[src/rtl/seg7_scan.sv]
// seg7_scan: 4-digit multiplexed 7-segment scanner for the reaction-time
// counter. Scans one digit per slot with leading dead time, blanks leading
// zeros, shows "E" for invalid BCD and flashes dashes on timeout.
// Optional feature macro: SEG7_DP_EN (decimal point after digit 0, x.xxx).
module seg7_scan #(
  parameter int unsigned SCAN_DIV       = 50000,
  parameter int unsigned DEAD_CYC       = 4,
  parameter int unsigned BLINK_TICKS    = 256,
  parameter int unsigned SEG_ACTIVE_LOW = 1,
  parameter int unsigned DIG_ACTIVE_LOW = 1
) (
  input  logic        clk,
  input  logic        rst_n,
  input  logic [15:0] bcd_in,
  input  logic        timeout,
  input  logic        disp_en,
  output logic [6:0]  seg,
  output logic        dp,
  output logic [3:0]  dig
);

  localparam int unsigned PW = (SCAN_DIV > 1) ? $clog2(SCAN_DIV) : 1;
  localparam int unsigned BW = (BLINK_TICKS > 1) ? $clog2(BLINK_TICKS) : 1;

  localparam logic [6:0] SEG_DASH = 7'h40;
  localparam logic [6:0] SEG_ERR  = 7'h79;

  typedef enum logic [1:0] {
    SLOT0 = 2'd0,
    SLOT1 = 2'd1,
    SLOT2 = 2'd2,
    SLOT3 = 2'd3
  } slot_e;

  logic [PW-1:0] presc_q, presc_d;
  logic          tick;
  slot_e         slot_q, slot_d;
  logic [15:0]   shbcd_q, shbcd_d;
  logic          shto_q, shto_d;
  logic [BW-1:0] bcnt_q, bcnt_d;
  logic          bon_q, bon_d;
  logic [6:0]    seg_q, seg_d;
  logic          dp_q, dp_d;
  logic [3:0]    dig_q, dig_d;

  logic [3:0]    nib [4];
  logic [3:0]    zero;
  logic [3:0]    blank;
  logic [3:0]    cur_nib;
  logic [3:0]    onehot;
  logic          visible;

  function automatic logic [6:0] bcd_to_seg(input logic [3:0] v);
    logic [6:0] s;
    case (v)
      4'd0:    s = 7'h3F;
      4'd1:    s = 7'h06;
      4'd2:    s = 7'h5B;
      4'd3:    s = 7'h4F;
      4'd4:    s = 7'h66;
      4'd5:    s = 7'h6D;
      4'd6:    s = 7'h7D;
      4'd7:    s = 7'h07;
      4'd8:    s = 7'h7F;
      4'd9:    s = 7'h6F;
      default: s = SEG_ERR;
    endcase
    return s;
  endfunction

  assign tick = (presc_q == PW'(SCAN_DIV - 1));

  // Prescaler wrap and slot advance on tick
  always_comb begin
    presc_d = tick ? '0 : presc_q + 1'b1;
    slot_d  = slot_q;
    if (tick) begin
      case (slot_q)
        SLOT0:   slot_d = SLOT1;
        SLOT1:   slot_d = SLOT2;
        SLOT2:   slot_d = SLOT3;
        default: slot_d = SLOT0;
      endcase
    end
  end

  // Frame capture into shadow registers on the 3->0 wrap tick
  always_comb begin
    shbcd_d = shbcd_q;
    shto_d  = shto_q;
    if (tick && (slot_q == SLOT3)) begin
      shbcd_d = bcd_in;
      shto_d  = timeout;
    end
  end

  // Blink counter: runs on slot ticks only while the captured timeout is set,
  // so the capturing tick itself does not count and the first frame starts ON
  always_comb begin
    bcnt_d = bcnt_q;
    bon_d  = bon_q;
    if (!shto_q) begin
      bcnt_d = '0;
      bon_d  = 1'b1;
    end else if (tick) begin
      if (bcnt_q == BW'(BLINK_TICKS - 1)) begin
        bcnt_d = '0;
        bon_d  = ~bon_q;
      end else begin
        bcnt_d = bcnt_q + 1'b1;
      end
    end
  end

  // Blanking masks from the next-frame shadow value
  always_comb begin
    nib[0] = shbcd_d[15:12];
    nib[1] = shbcd_d[11:8];
    nib[2] = shbcd_d[7:4];
    nib[3] = shbcd_d[3:0];
    for (int unsigned i = 0; i < 4; i++) begin
      zero[i] = (nib[i] == 4'd0);
    end
`ifdef SEG7_DP_EN
    blank[0] = 1'b0;
    blank[1] = zero[1];
    blank[2] = zero[1] & zero[2];
    blank[3] = 1'b0;
`else
    blank[0] = zero[0];
    blank[1] = zero[0] & zero[1];
    blank[2] = zero[0] & zero[1] & zero[2];
    blank[3] = 1'b0;
`endif
  end

  // Decode from next-state values so the registered outputs line up with the
  // prescaler: dead cycles show dig=0 with the new slot's pattern on seg
  always_comb begin
    cur_nib = nib[slot_d];
    onehot  = 4'b0001 << slot_d;
    visible = (presc_d >= PW'(DEAD_CYC));
    seg_d   = '0;
    dp_d    = 1'b0;
    dig_d   = '0;
    if (disp_en) begin
      if (shto_d) begin
        if (bon_d) begin
          seg_d = SEG_DASH;
          dig_d = visible ? onehot : '0;
        end
      end else if (!blank[slot_d]) begin
        seg_d = bcd_to_seg(cur_nib);
        dig_d = visible ? onehot : '0;
`ifdef SEG7_DP_EN
        dp_d  = visible && (slot_d == SLOT0);
`endif
      end
    end
  end

  // Scan state, shadow, blink and registered logical outputs
  always_ff @(posedge clk or negedge rst_n) begin
    if (!rst_n) begin
      presc_q <= '0;
      slot_q  <= SLOT0;
      shbcd_q <= '0;
      shto_q  <= 1'b0;
      bcnt_q  <= '0;
      bon_q   <= 1'b1;
      seg_q   <= '0;
      dp_q    <= 1'b0;
      dig_q   <= '0;
    end else begin
      presc_q <= presc_d;
      slot_q  <= slot_d;
      shbcd_q <= shbcd_d;
      shto_q  <= shto_d;
      bcnt_q  <= bcnt_d;
      bon_q   <= bon_d;
      seg_q   <= seg_d;
      dp_q    <= dp_d;
      dig_q   <= dig_d;
    end
  end

  assign seg = (SEG_ACTIVE_LOW != 0) ? ~seg_q : seg_q;
  assign dp  = (SEG_ACTIVE_LOW != 0) ? ~dp_q  : dp_q;
  assign dig = (DIG_ACTIVE_LOW != 0) ? ~dig_q : dig_q;

endmodule

[config.mk]
export PLATFORM = sky130hd
export DESIGN_NAME = seg7_scan
export DESIGN_NICKNAME = d
export VERILOG_FILES = /design/src/rtl/seg7_scan.sv
export SDC_FILE = /design/constraint.sdc
export NUM_CORES = 1
export LEC_CHECK = 0
export BUFFER_PORTS_ARGS = -buffer_cell sky130_fd_sc_hd__buf_2
export CORE_MARGIN = 2
export CORE_UTILIZATION = 63
export CTS_CLUSTER_SIZE = 24
export DETAILED_ROUTE_END_ITERATION = 10
export PLACE_DENSITY = 0.87
export SETUP_SLACK_MARGIN = 0.02
export SKIP_CTS_REPAIR_TIMING = 1
export SYNTH_ARGS = -nofsm -noshare
export SYNTH_HDL_FRONTEND = slang
export SYNTH_SLANG_ARGS = --single-unit
export TNS_END_PERCENT = 20
[constraint.sdc]
create_clock -name clk -period 8.59 [get_ports clk]
set_input_delay 1.2885 -clock clk [delete_from_list [all_inputs] [get_ports clk]]
set_output_delay 1.2885 -clock clk [all_outputs]
set_load 0.03 [all_outputs]
* After elaboration in Yosys (flattened, before gate mapping) *
Memory sizes are Yosys's and may differ from the RTL's.
Cells that the tools add are included.

cells by class
  mux-type cells = 25
  magnitude comparators = 3
  shifts and indexed selects = 1
  bitwise operators = 6
  reduce and logical (&&, ||, !) cells = 5
  equal/unequal tests = 6
  add/subtract/negate cells = 2

operator list
  operator                                                                               count
  16-bit 2-to-1 mux                                                                      2
  4-bit 2-to-1 mux                                                                       7
  7-bit 2-to-1 mux                                                                       4
  8-bit 2-to-1 mux                                                                       3
  16-bit by 1-bit adder with 16-bit output (second input constant)                       1
  16-bit == test (second input constant)                                                 1
  16-bit by 3-bit greater-or-equal comparator with 1-bit output (second input constant)  1
  4-bit zero test                                                                        3
  8-bit by 1-bit adder with 8-bit output (second input constant)                         1
  4-bit binary-select mux with 2-bit select                                              1
  8-bit == test (second input constant)                                                  1
  7-bit NOT                                                                              1
  2-bit case mux with 3 select lines                                                     1
  1-bit 2-to-1 mux                                                                       5
  2-bit == test (second input constant)                                                  2
  4-bit NOT                                                                              1
  1-bit by 2-bit << shifter with 4-bit output (first input constant)                     1
  3-bit greater-or-equal comparator (second input constant)                              1
  2-bit by 3-bit less-than comparator with 1-bit output (second input constant)          1
  2-bit NOT with 3-bit output                                                            1
  1-bit bitwise AND                                                                      2
  1-bit binary-select mux with 2-bit select                                              1
  2-bit by 1-bit == test with 1-bit output (second input constant)                       1
  2-bit zero test                                                                        1
  other kinds (4)                                                                        4

word-level totals
  bits in read-only memories = 112
  bits in registers = 55
  bits of input ports = 20
  memories kept = 1

memories
  name             depth  bits a word  read ports  clocked after memory_dff  wr ports  line  text
  (no name shown)  16     7            1           0                         0         55    case (v)

* Logic depth before layout (Yosys ltp) *
Gate-level depths: netlist of run 1.

  depth after elaboration = 11
  depth in mapped cells = 12

* Least setup slack after synthesis of run 1 *
No wires, ideal clock.

  kind = reg-to-reg
  from = register presc_q[0]
  to = register seg_q[3]
  path slack = 5.006 ns
  path buffers = 2
  period minus slack after synthesis = 3.584 ns
  data arrival time = 3.465 ns
  setup time = 0.119 ns
  stages on the path, launching flop included = 13
  data required time = 8.471 ns
  cells stage by stage = dfrtp_1 -> ha_1 -> or4bb_1 -> or4_1 -> buf_2 -> buf_1 -> mux2_2 -> mux2_2 -> nand2_1 -> and2_1 -> ha_1 -> a31o_2 -> o21ba_2

RTL lines
  item                    line  text
  start, declared         35    logic [PW-1:0] presc_q, presc_d;
  start signal, assigned  175   presc_q <= presc_d;
  end signal, assigned    181   seg_q <= seg_d;
  end, declared           42    logic [6:0] seg_q, seg_d;

==> flow_summary.ini, run 1 <==
[layout]
synthToLayoutAreaGrowth_pct = 9.43
antennaDiodeCount = 0
final_cell_area_um2 = 3370
number_of_nets_in_the_final_layout = 367
layout.core_utilization_pct = 71.3
share_of_post_route_cells_with_drive_strength_above_1_pct = 18.7

[synth]
number_of_synthesized_register_bits = 55
synth_fp_nets = 339
cell_area_synth_um2 = 3080
synth.distinct_cells = 58
synth_enable_flop_cells = 0
postSynth.topFlopCell = sky130_fd_sc_hd__dfrtp_1
number_of_instances_in_the_synthesized_netlist = 308
synth.avg_cell_area_um2 = 10.0
warnings_synthesis = 0
postSynth.asyncResetShare_pct = 100
yosysSeqAreaShare_pct = 44.7

[sta]
worst-slew-pin-transition_ns = 0.891
endpoints_failing_setup = 0
final.setup.worst_slack_ns = 4.79
number_of_slew_limit_violations_in_the_final_report = 0
min_period_over_period_pct = 44.3
finalHoldViolations = 0
grt_setup_unrepaired = false
layout_min_cycle_time_ns = 3.80
max-slew-margin-rel_pct = 40.6
finalSetupTns_ns = 0
maximum_operating_frequency_mhz = 263
timing.clock.skew_ns = 0.0101

[setup_path]
worstSetupStartpoint = presc_q[0]
endpoint_kind = register
critical_path_buf_inv_count = 0
critical_path.top_delay_family = simple AND/OR/NAND/NOR gates
worst_path_max_delay_cell = sky130_fd_sc_hd__or4_1
reg2reg_depth = 10
timing.critical_path.from_type = register
critical_path_cell_count = 10
max_stage_delay_ns = 0.90
r2r_setup_slack_ns = 4.79
path_cells = ha_1, or4bb_1, or4_1, mux2_2, mux2_2, nand2_1, and2_1, ha_1, a31o_2, o21ba_2
type_of_the_worst_setup_path = register to register
crit_path_max_fanout = 21
critical_path.reg2reg.startpoint = presc_q[0]
critical_path.endpoint = seg_q[3]
worst-endpoint-required_ns = 8.80
crit-reg2reg-capture = seg_q[3]
arrival_ns = 4.01

[detailed_routing]
drt_iter0_drc = 107
vias_per_inst = 5.72
route.detailed.drc = 0
routedWlPerCell_um = 15.2
routed-via-count = 2309
drt_wl_total_um = 6150
drt.antenna.violating_nets = 0
drt_first_pass_iters = 4

[clocking]
cts.htree.levels = 2
cts-buffers-inserted = 5
clock-root-buffer = sky130_fd_sc_hd__clkbuf_8
clkTransAtPathRegs_ns = 0.10
cts-root-to-sink-buffers = 2
tritoncts = yes
cts.sink_count = 55
insertion_delay_ns = 0.31

[grt]
vias_in_the_first_global_route = 2122
largest_net_degree_at_the_start_of_global_routing = 56
grt_pass1_wl_um = 10300
globalRouteTotalUtil_pct = 24.7
initial_antenna_violation_count = 0
grt_overflow_total = 0

[floorplan]
die_area_um2 = 5460
rows = 25
io_pins = 32
fp.dieW_um = 73.9
fp.coreArea_um2 = 4720
dieHeight_um = 73.9
start_util_pct = 65.2

[worst_hold_path]
hold_path_startpoint = presc_q[0]
worst_hold_path_type = register to register

[power_and_ir_drop]
intPower_uw = 347
pwr-share-clk_pct = 34.3
p_comb_share_pct = 6.7
netSwitchingPower_uw = 104
seq_power_share_pct = 58.9
power_leakage_nw = 1.62
irDropWorstVdd_mv = 0.0688
swShare_pct = 23.0
power.density_nw_per_um2 = 134
total_power_uw = 451

[placed_design]
port-buffer-count = 30
place_hpwl_um = 4470
dp_worst_setup_slack_ns = 4.81
total_cell_area_at_the_placement_stage_um2 = 3270
place.gp.congestion = 0.877

[status]
status = finished clean

[flow_run]
max-cap-violations = 0
-- stage by stage --
| stage | hold slack, ns | cells |
|---|---|---|
| after global routing | 0.519 | 404 |
| after detailed placement | 0.473 | 396 |
| after floorplan | 0.448 | 308 |
| after global placement | 0.459 | 396 |
| after CTS | 0.486 | 404 |
| final | 0.483 | 404 |
-- cell families after synthesis --
logic type      share of synthesized area, %
fa+ha+maj                               4.47
other cells                            0.122
mux                                     7.80
compound gates                          10.2
flops                                   44.7
simple gates                            20.9
buf+inv                                 5.20
xor+xnor                                6.54
-- cells in the final DEF, fill, tap and decap left out, types with 4 or more instances in the layout --
cell,instances
sky130_fd_sc_hd__inv_1,26
sky130_fd_sc_hd__a32oi_1,4
sky130_fd_sc_hd__nor4_1,6
sky130_fd_sc_hd__clkbuf_8,7
sky130_fd_sc_hd__nand3_1,17
sky130_fd_sc_hd__mux2_2,8
sky130_fd_sc_hd__ha_1,11
sky130_fd_sc_hd__o21ai_0,4
sky130_fd_sc_hd__buf_2,30
sky130_fd_sc_hd__xor2_1,12
sky130_fd_sc_hd__mux2i_1,12
sky130_fd_sc_hd__nor3b_1,4
sky130_fd_sc_hd__dfrtp_1,54
sky130_fd_sc_hd__nor3_1,4
sky130_fd_sc_hd__a21oi_1,7
sky130_fd_sc_hd__nand2_1,39
sky130_fd_sc_hd__xnor2_1,11
sky130_fd_sc_hd__nor2_1,20
sky130_fd_sc_hd__and2_1,6
-- registers in the layout (all words and copies together), names as in the netlist --
signal	count
dig_q	4
slot_q	2
bcnt_q	8
bon_q	1
presc_q	16
seg_q	7
shto_q	1
shbcd_q	16
-- synth_stat cells, drive strengths merged, types with 5 or more instances --
library cell / count / area share [%]
mux2: 10 / 3.9
nand2: 40 / 5.0
nor2: 20 / 2.4
inv: 26 / 3.2
dfrtp: 54 / 44
nand3: 17 / 2.8
xor2: 12 / 3.4
nor4: 8 / 2.3
buf: 6 / 1.4
a21oi: 8 / 1.4
ha: 11 / 4.5
clkbuf: 5 / 0.61
xnor2: 11 / 3.1
and2: 6 / 1.2
mux2i: 12 / 3.9
-- worst register-to-register path: cells and delay by family, from the launching register on --
| kind | cells | cell delay, ns |
|---|---|---|
| DFF | 1 | 0.39 |
| adders and majority gates | 2 | 0.53 |
| and+or+nand+nor | 4 | 1.65 |
| AOI/OAI and AO/OA | 2 | 0.42 |
| muxes | 2 | 0.71 |
-- layout make-up --
| type | instances | area, µm² |
|---|---|---|
| timing repair buffer | 32 | 165 |
| clock buffer | 7 | 96.3 |
| sequential | 55 | 1380 |
| tap | 67 | 83.8 |
| multi-input combinational | 216 | 1540 |
| inverter | 26 | 97.6 |
| clock inverter | 1 | 7.51 |
| fill | 338 | 1350 |
-- how the worst min path moves through the flow --
stage | end | slack [ns] | cells after the start
CTS | presc_q[0] | 0.49 | 1
finish | presc_q[0] | 0.48 | 1
floorplan | presc_q[0] | 0.45 | 1
global route | shbcd_q[2] | 0.52 | 2
global placement | presc_q[0] | 0.46 | 1
detailed placement | presc_q[0] | 0.47 | 1
-- power groups by stage --
| stage | registers (mW) | clock network [mW] | logic, mW |
|---|---|---|---|
| finish | 0.266 | 0.155 | 0.0303 |
| global route | 0.266 | 0.169 | 0.0340 |
| CTS | 0.266 | 0.159 | 0.0306 |
| detailed placement | 0.271 | 0 | 0.0305 |
| global placement | 0.270 | 0 | 0.0299 |
| floorplan | 0.270 | 0 | 0.0163 |
-- layer usage --
layer  share of wire, %  track usage (%)
met2                 48             37.8
met4                1.3             7.88
met5                  0                0
met1                 47             35.9
met3                4.5             4.25
No activity file was read; power rests on OpenSTA's default activity.
==> run 2: changes to the inputs <==
--- a/config.mk
+++ b/config.mk
@@ -5,12 +5,13 @@
 export SDC_FILE = /design/constraint.sdc
 export NUM_CORES = 1
 export LEC_CHECK = 0
+export ABC_AREA = 1
 export BUFFER_PORTS_ARGS = -buffer_cell sky130_fd_sc_hd__buf_2
 export CORE_MARGIN = 2
-export CORE_UTILIZATION = 63
+export CORE_UTILIZATION = 60
 export CTS_CLUSTER_SIZE = 24
 export DETAILED_ROUTE_END_ITERATION = 10
-export PLACE_DENSITY = 0.87
+export PLACE_DENSITY = 0.83
 export SETUP_SLACK_MARGIN = 0.02
 export SKIP_CTS_REPAIR_TIMING = 1
 export SYNTH_ARGS = -nofsm -noshare
==> constraint.sdc (replaced) <==
create_clock -name clk -period 3.75 [get_ports clk]
set_input_delay 0.5625 -clock clk [delete_from_list [all_inputs] [get_ports clk]]
set_output_delay 0.5625 -clock clk [all_outputs]
set_load 0.03 [all_outputs]
==> run 2 against run 1 <==
Routed wire length is 18% higher. Critical path type unchanged. Setup slack got worse by 4.0 ns. Highest routed layer unchanged. Flip-flop and latch count stayed put. Largest power group unchanged. Largest cell class unchanged. Clock skew about the same.
==> flow_summary.ini, run 2 <==
[synth]
synth.avg_cell_area_um2 = 6.91
number_of_synthesized_register_bits = 55
warnings_synthesis = 0
synth.most_common_cell = sky130_fd_sc_hd__nand2_1
synth_top_cells_by_count = sky130_fd_sc_hd__nand2_1 (139), sky130_fd_sc_hd__inv_1 (101), sky130_fd_sc_hd__nor2_1 (70)
synth_fp_nets = 524
synth_enable_flop_cells = 0
number_of_instances_in_the_synthesized_netlist = 493
yosysSeqAreaShare_pct = 40.4
postSynth.topFlopCell = sky130_fd_sc_hd__dfrtp_1
synth_top_area_share_pct = 39.7
postSynth.asyncResetShare_pct = 100
synth.largest_area_cell = sky130_fd_sc_hd__dfrtp_1
yosys-top-cells-area = sky130_fd_sc_hd__dfrtp_1 (40%), sky130_fd_sc_hd__nand2_1 (15%), sky130_fd_sc_hd__inv_1 (11%), sky130_fd_sc_hd__nor2_1 (7.7%), sky130_fd_sc_hd__nand3_1 (4.6%)
synth.distinct_cells = 33
cell_area_synth_um2 = 3410

[detailed_routing]
routed-via-count = 3045
drt.antenna.violating_nets = 0
drt_wl_total_um = 7250
drt_first_pass_iters = 4
drt_iter0_drc = 172
route.detailed.drc = 0
routedWlPerCell_um = 12.1
vias_per_inst = 5.08

[power_and_ir_drop]
total_power_uw = 970
power_leakage_nw = 2.23
power.density_nw_per_um2 = 261
irDropWorstVdd_mv = 0.232

[setup_path]
critical_path.top_delay_family = simple AND/OR/NAND/NOR gates
timing.critical_path.from_type = register
path_cells = nor2_4, nand2_1, nor2_2, nand2_1, nand2_1, nand2_2, nand2_1, o21ai_0, nor2_1, inv_1, ha_1, inv_1, nand2_1, nand2_1, nor2_1, nor2_1
endpoint_kind = register
critical-path-top-cell-by-count = sky130_fd_sc_hd__nand2_1
crit_path_max_fanout = 11
worst-endpoint-required_ns = 4.00
arrival_ns = 3.16
type_of_the_worst_setup_path = register to register
max_stage_delay_ns = 0.50
worst_path_max_delay_cell = sky130_fd_sc_hd__dfrtp_1
critical_path_buf_inv_count = 2

[layout]
number_of_nets_in_the_final_layout = 558
antennaDiodeCount = 0
largestRegisters = presc_q x16, shbcd_q x16, bcnt_q x8
share_of_post_route_cells_with_drive_strength_above_1_pct = 12.7
final_cell_mix = sky130_fd_sc_hd__nand2_1 (139), sky130_fd_sc_hd__inv_1 (101), sky130_fd_sc_hd__nor2_1 (70)
synthToLayoutAreaGrowth_pct = 8.92
mostFrequentLayoutCell = sky130_fd_sc_hd__nand2_1

[placed_design]
place_hpwl_um = 5640
port-buffer-count = 30
place.gp.congestion = 0.929

[floorplan]
start_util_pct = 61.9
die_area_um2 = 6300
fp.coreArea_um2 = 5510
io_pins = 32
dieHeight_um = 79.4
fp.dieW_um = 79.4
rows = 27

[sta]
grt_setup_unrepaired = false
endpoints_failing_setup = 0
worst-slew-pin-transition_ns = 0.577
finalSetupTns_ns = 0
layout_min_cycle_time_ns = 2.91
timing.clock.skew_ns = 0.0103
max-slew-margin-rel_pct = 61.5
maximum_operating_frequency_mhz = 343
min_period_over_period_pct = 77.7
finalHoldViolations = 0
number_of_slew_limit_violations_in_the_final_report = 0

[clocking]
cts.htree.levels = 2
cts-root-to-sink-buffers = 2
clock-root-buffer = sky130_fd_sc_hd__clkbuf_8
tritoncts = yes
cts.sink_count = 55
clkTransAtPathRegs_ns = 0.10
insertion_delay_ns = 0.32
cts-buffers-inserted = 5

[grt]
grt_overflow_total = 0
vias_in_the_first_global_route = 2969
globalRouteTotalUtil_pct = 26.1
largest_net_degree_at_the_start_of_global_routing = 31
initial_antenna_violation_count = 0
grt_pass1_wl_um = 12900

[flow_run]
max-cap-violations = 0

[status]
status = finished clean

[worst_hold_path]
worst_hold_path_type = input pin to asynchronous set/reset pin
## run 2: cell count changes in the layout (fill, tap and decap cells not counted), sizes merged, moves of 11 or more
cell / before / now
inv: 26 / 104
mux2i: 12 / 0
nand2: 40 / 148
nand3: 17 / 34
nand4: 1 / 14
nor2: 20 / 77
o21ai: 4 / 18
xnor2: 11 / 0
## run 2: kinds of logic (layout without fill, tap and decap cells)
logic type | Yosys count | after routing | share of synthesized area [%]
flip-flops | 55 | 55 | 40.4
XOR/XNOR | 2 | 2 | 0.514
other | 1 | 1 | 0.110
AND/OR/NAND/NOR | 288 | 288 | 37.3
buffers and inverters | 110 | 145 | 13.1
adder cells (fa/ha/maj) | 11 | 11 | 4.04
AO/OA/AOI/OAI | 26 | 26 | 4.48
## run 2: final cells by class
cell class	count	area (µm²)
fill	487	1800
multi-input combinational	328	1580
sequential	55	1380
inverter	104	392
timing repair buffer	33	173
tap	72	90.1
clock buffer	7	86.3
clock inverter	1	8.76
## run 2: per-layer routing
layer / track usage, % / part of all wire (%) / vias up
li1: - / - / 1559
met1: 31.6 / 43 / 1408
met2: 45.6 / 51 / 61
met3: 4.66 / 3.4 / 17
met4: 11.0 / 2.5 / 0
met5: 0 / 0 / -
## run 2: where the power goes
part	internal [mW]	switching (mW)	total (mW)	leakage, nW
registers	0.593	0	0.593	0.719
logic	0.00826	0.0178	0.0260	1.46
clock network	0.153	0.198	0.351	0.0489
## run 2: metrics by stage
stage               setup WS, ns  hold WS [ns]  util (%)  cell area (µm²)  std cells
floorplan                   1.33         0.267         -             3410        493
global placement            1.01         0.453      65.7             3620        592
detailed placement         0.917         0.463      65.7             3620        592
CTS                        0.869         0.250      67.4             3710        600
global route               0.525         0.273      67.4             3710        600
finish                     0.836         0.234      67.4             3710        600
## run 2: final timing paths
| path | startpoint | to | slack (ns) | depth (start not counted) |
|---|---|---|---|---|
| min | rst_n | shbcd_q[1] | 0.23 | 1 |
| max | presc_q[4] | seg_q[0] | 0.84 | 16 |
| min reg2reg | presc_q[0] | presc_q[0] | 0.47 | 1 |
| min in group clk | presc_q[0] | presc_q[0] | 0.47 | 1 |
| max in group asynchronous | rst_n | bon_q | 2.68 | 2 |
| max reg2reg | presc_q[4] | seg_q[0] | 0.84 | 16 |
==> run 3: changes to the inputs <==
--- a/config.mk
+++ b/config.mk
@@ -5,13 +5,13 @@
 export SDC_FILE = /design/constraint.sdc
 export NUM_CORES = 1
 export LEC_CHECK = 0
-export ABC_AREA = 1
+export ABC_AREA = 0
 export BUFFER_PORTS_ARGS = -buffer_cell sky130_fd_sc_hd__buf_2
 export CORE_MARGIN = 2
-export CORE_UTILIZATION = 60
+export CORE_UTILIZATION = 53
 export CTS_CLUSTER_SIZE = 24
 export DETAILED_ROUTE_END_ITERATION = 10
-export PLACE_DENSITY = 0.83
+export PLACE_DENSITY = 0.78
 export SETUP_SLACK_MARGIN = 0.02
 export SKIP_CTS_REPAIR_TIMING = 1
 export SYNTH_ARGS = -nofsm -noshare
==> constraint.sdc (replaced) <==
create_clock -name clk -period 2.4 [get_ports clk]
set_input_delay 0.36 -clock clk [delete_from_list [all_inputs] [get_ports clk]]
set_output_delay 0.36 -clock clk [all_outputs]
set_load 0.03 [all_outputs]
==> run 3 against run 2 <==
The flow now finishes with violations (setup timing). Die area up 2.2%. Register-to-register slack worse by 1.6 ns. Global-route usage down 2.1 points. Largest power group unchanged. Highest routed layer unchanged. Fmax down 9.3%. First-iteration DRC count up 7.0%. Critical path type unchanged.
==> flow_summary.ini, run 3 (same netlist as run 1, synthesis figures left out) <==
[worst_hold_path]
worst_hold_path_type = input pin to asynchronous set/reset pin

[layout]
share_of_post_route_cells_with_drive_strength_above_1_pct = 38.7
number_of_nets_in_the_final_layout = 438
final_cell_mix = sky130_fd_sc_hd__buf_4 (67), sky130_fd_sc_hd__dfrtp_1 (54), sky130_fd_sc_hd__nand2_1 (38)
largestRegisters = presc_q x16, shbcd_q x16, bcnt_q x8
layout.filler_cells = 381
antennaDiodeCount = 0
multi_input_area_um2 = 1710
final-seq-area_um2 = 1380
mostFrequentLayoutCell = sky130_fd_sc_hd__buf_4
synthToLayoutAreaGrowth_pct = 32.7
layout.core_utilization_pct = 73.3
final_cell_area_um2 = 4090

[sta]
worst-slew-pin-transition_ns = 0.647
layout_min_cycle_time_ns = 3.21
finalHoldViolations = 0
grt_setup_unrepaired = true
final.setup.worst_slack_ns = -0.811
maximum_operating_frequency_mhz = 311
endpoints_failing_setup = 17
max-slew-margin-rel_pct = 56.9
number_of_slew_limit_violations_in_the_final_report = 0
min_period_over_period_pct = 134
timing.clock.skew_ns = 0.0100

[setup_path]
endpoint_kind = register
worst_path_max_delay_cell = sky130_fd_sc_hd__or4_4
critical_path.top_delay_family = simple AND/OR/NAND/NOR gates
crit_path_max_fanout = 7
max_stage_delay_ns = 0.60
type_of_the_worst_setup_path = register to register
worst-endpoint-required_ns = 2.62
path_cells = or4bb_1, or4_4, buf_6, mux2_4, buf_6, a32oi_1, nand2_2, o21ba_4, a311oi_2
critical_path.reg2reg.startpoint = presc_q[5]
worstSetupStartpoint = presc_q[5]
timing.critical_path.from_type = register
arrival_ns = 3.43
critical-path-top-cell-by-count = sky130_fd_sc_hd__buf_6
critical_path_buf_inv_count = 2

[detailed_routing]
routed-via-count = 2691
vias_per_inst = 5.61
wl_met1_um = 3330
route.detailed.drc = 0
drt_wl_total_um = 7800
drt_iter0_drc = 184
dr_wl_met3_um = 348
dr_wl_met2_um = 3880
drt.antenna.violating_nets = 0
maxUsedRoutingLayer = met4
routedWlPerCell_um = 16.2
drt_first_pass_iters = 7

[placed_design]
total_cell_area_at_the_placement_stage_um2 = 3830
place.gp.congestion = 0.886
port-buffer-count = 30
place_hpwl_um = 5630

[grt]
largest_net_degree_at_the_start_of_global_routing = 30
globalRouteTotalUtil_pct = 24.0
grt_overflow_total = 0
vias_in_the_first_global_route = 2588
initial_antenna_violation_count = 0
grt_pass1_wl_um = 11900

[power_and_ir_drop]
power.density_nw_per_um2 = 391
power_leakage_nw = 1.98
irDropWorstVdd_mv = 0.349

[floorplan]
die_area_um2 = 6440
dieHeight_um = 80.2
start_util_pct = 55.2
io_pins = 32
rows = 27
fp.coreArea_um2 = 5570
fp.dieW_um = 80.2

[flow_run]
max-cap-violations = 0

[clocking]
tritoncts = yes
clock-root-buffer = sky130_fd_sc_hd__clkbuf_8
clkTransAtPathRegs_ns = 0.10
insertion_delay_ns = 0.31
cts-root-to-sink-buffers = 2
cts-buffers-inserted = 5
cts.sink_count = 55
cts.htree.levels = 2

[status]
status = finished with violations
violations = setup timing
[run 3: cell count changes in the layout (fill, tap and decap cells not counted), sizes merged, moves of 13 or more]
cell / before / now
nand3: 34 / 17
nand2: 148 / 40
inv: 104 / 26
nand4: 14 / 1
buf: 33 / 103
nor2: 77 / 20
o21ai: 18 / 4
[run 3: final cells by class]
cell class | instances | share of cell area, %
Inverter | 26 | 2.39
Sequential cell | 55 | 33.7
Tap cell | 72 | 2.21
Timing Repair Buffer | 103 | 17.9
Multi-Input combinational cell | 216 | 41.8
Clock buffer | 7 | 1.87
Clock inverter | 1 | 0.123
[run 3: per-layer routing]
layer  GRT usage [%]  up-vias
met3            4.27       32
met1            31.9     1315
li1                -     1258
met5               0        -
met4            9.49        0
met2            39.1       86
[run 3: worst paths after layout]
kind,cells after the start,end,slack [ns]
max,9,seg_q[6],-0.81
min,1,presc_q[13],0.07
max reg2reg,9,seg_q[6],-0.81
min reg2reg,1,shbcd_q[0],0.51
max in group asynchronous,2,bon_q,1.68
min in group clk,3,seg_q[6],0.31
[run 3: power breakdown]
part	leakage [nW]	switching [mW]	internal [mW]	total, mW
clock network	0.0422	0.291	0.206	0.496
registers	0.687	0.00864	0.942	0.951
logic	1.25	0.0869	0.0639	0.151
[run 3: through the flow]
stage	hold WS [ns]	setup TNS (ns)	power [mW]	setup slack (ns)	instances
floorplan	0.0644	-6.35	1.03	-0.843	308
global route	0.120	-9.69	1.65	-0.915	480
finish	0.0699	-7.93	1.60	-0.811	480
detailed placement	0.417	-6.43	1.10	-0.749	470
CTS	0.0866	-6.94	1.59	-0.780	478
global placement	0.414	-5.78	1.10	-0.663	470
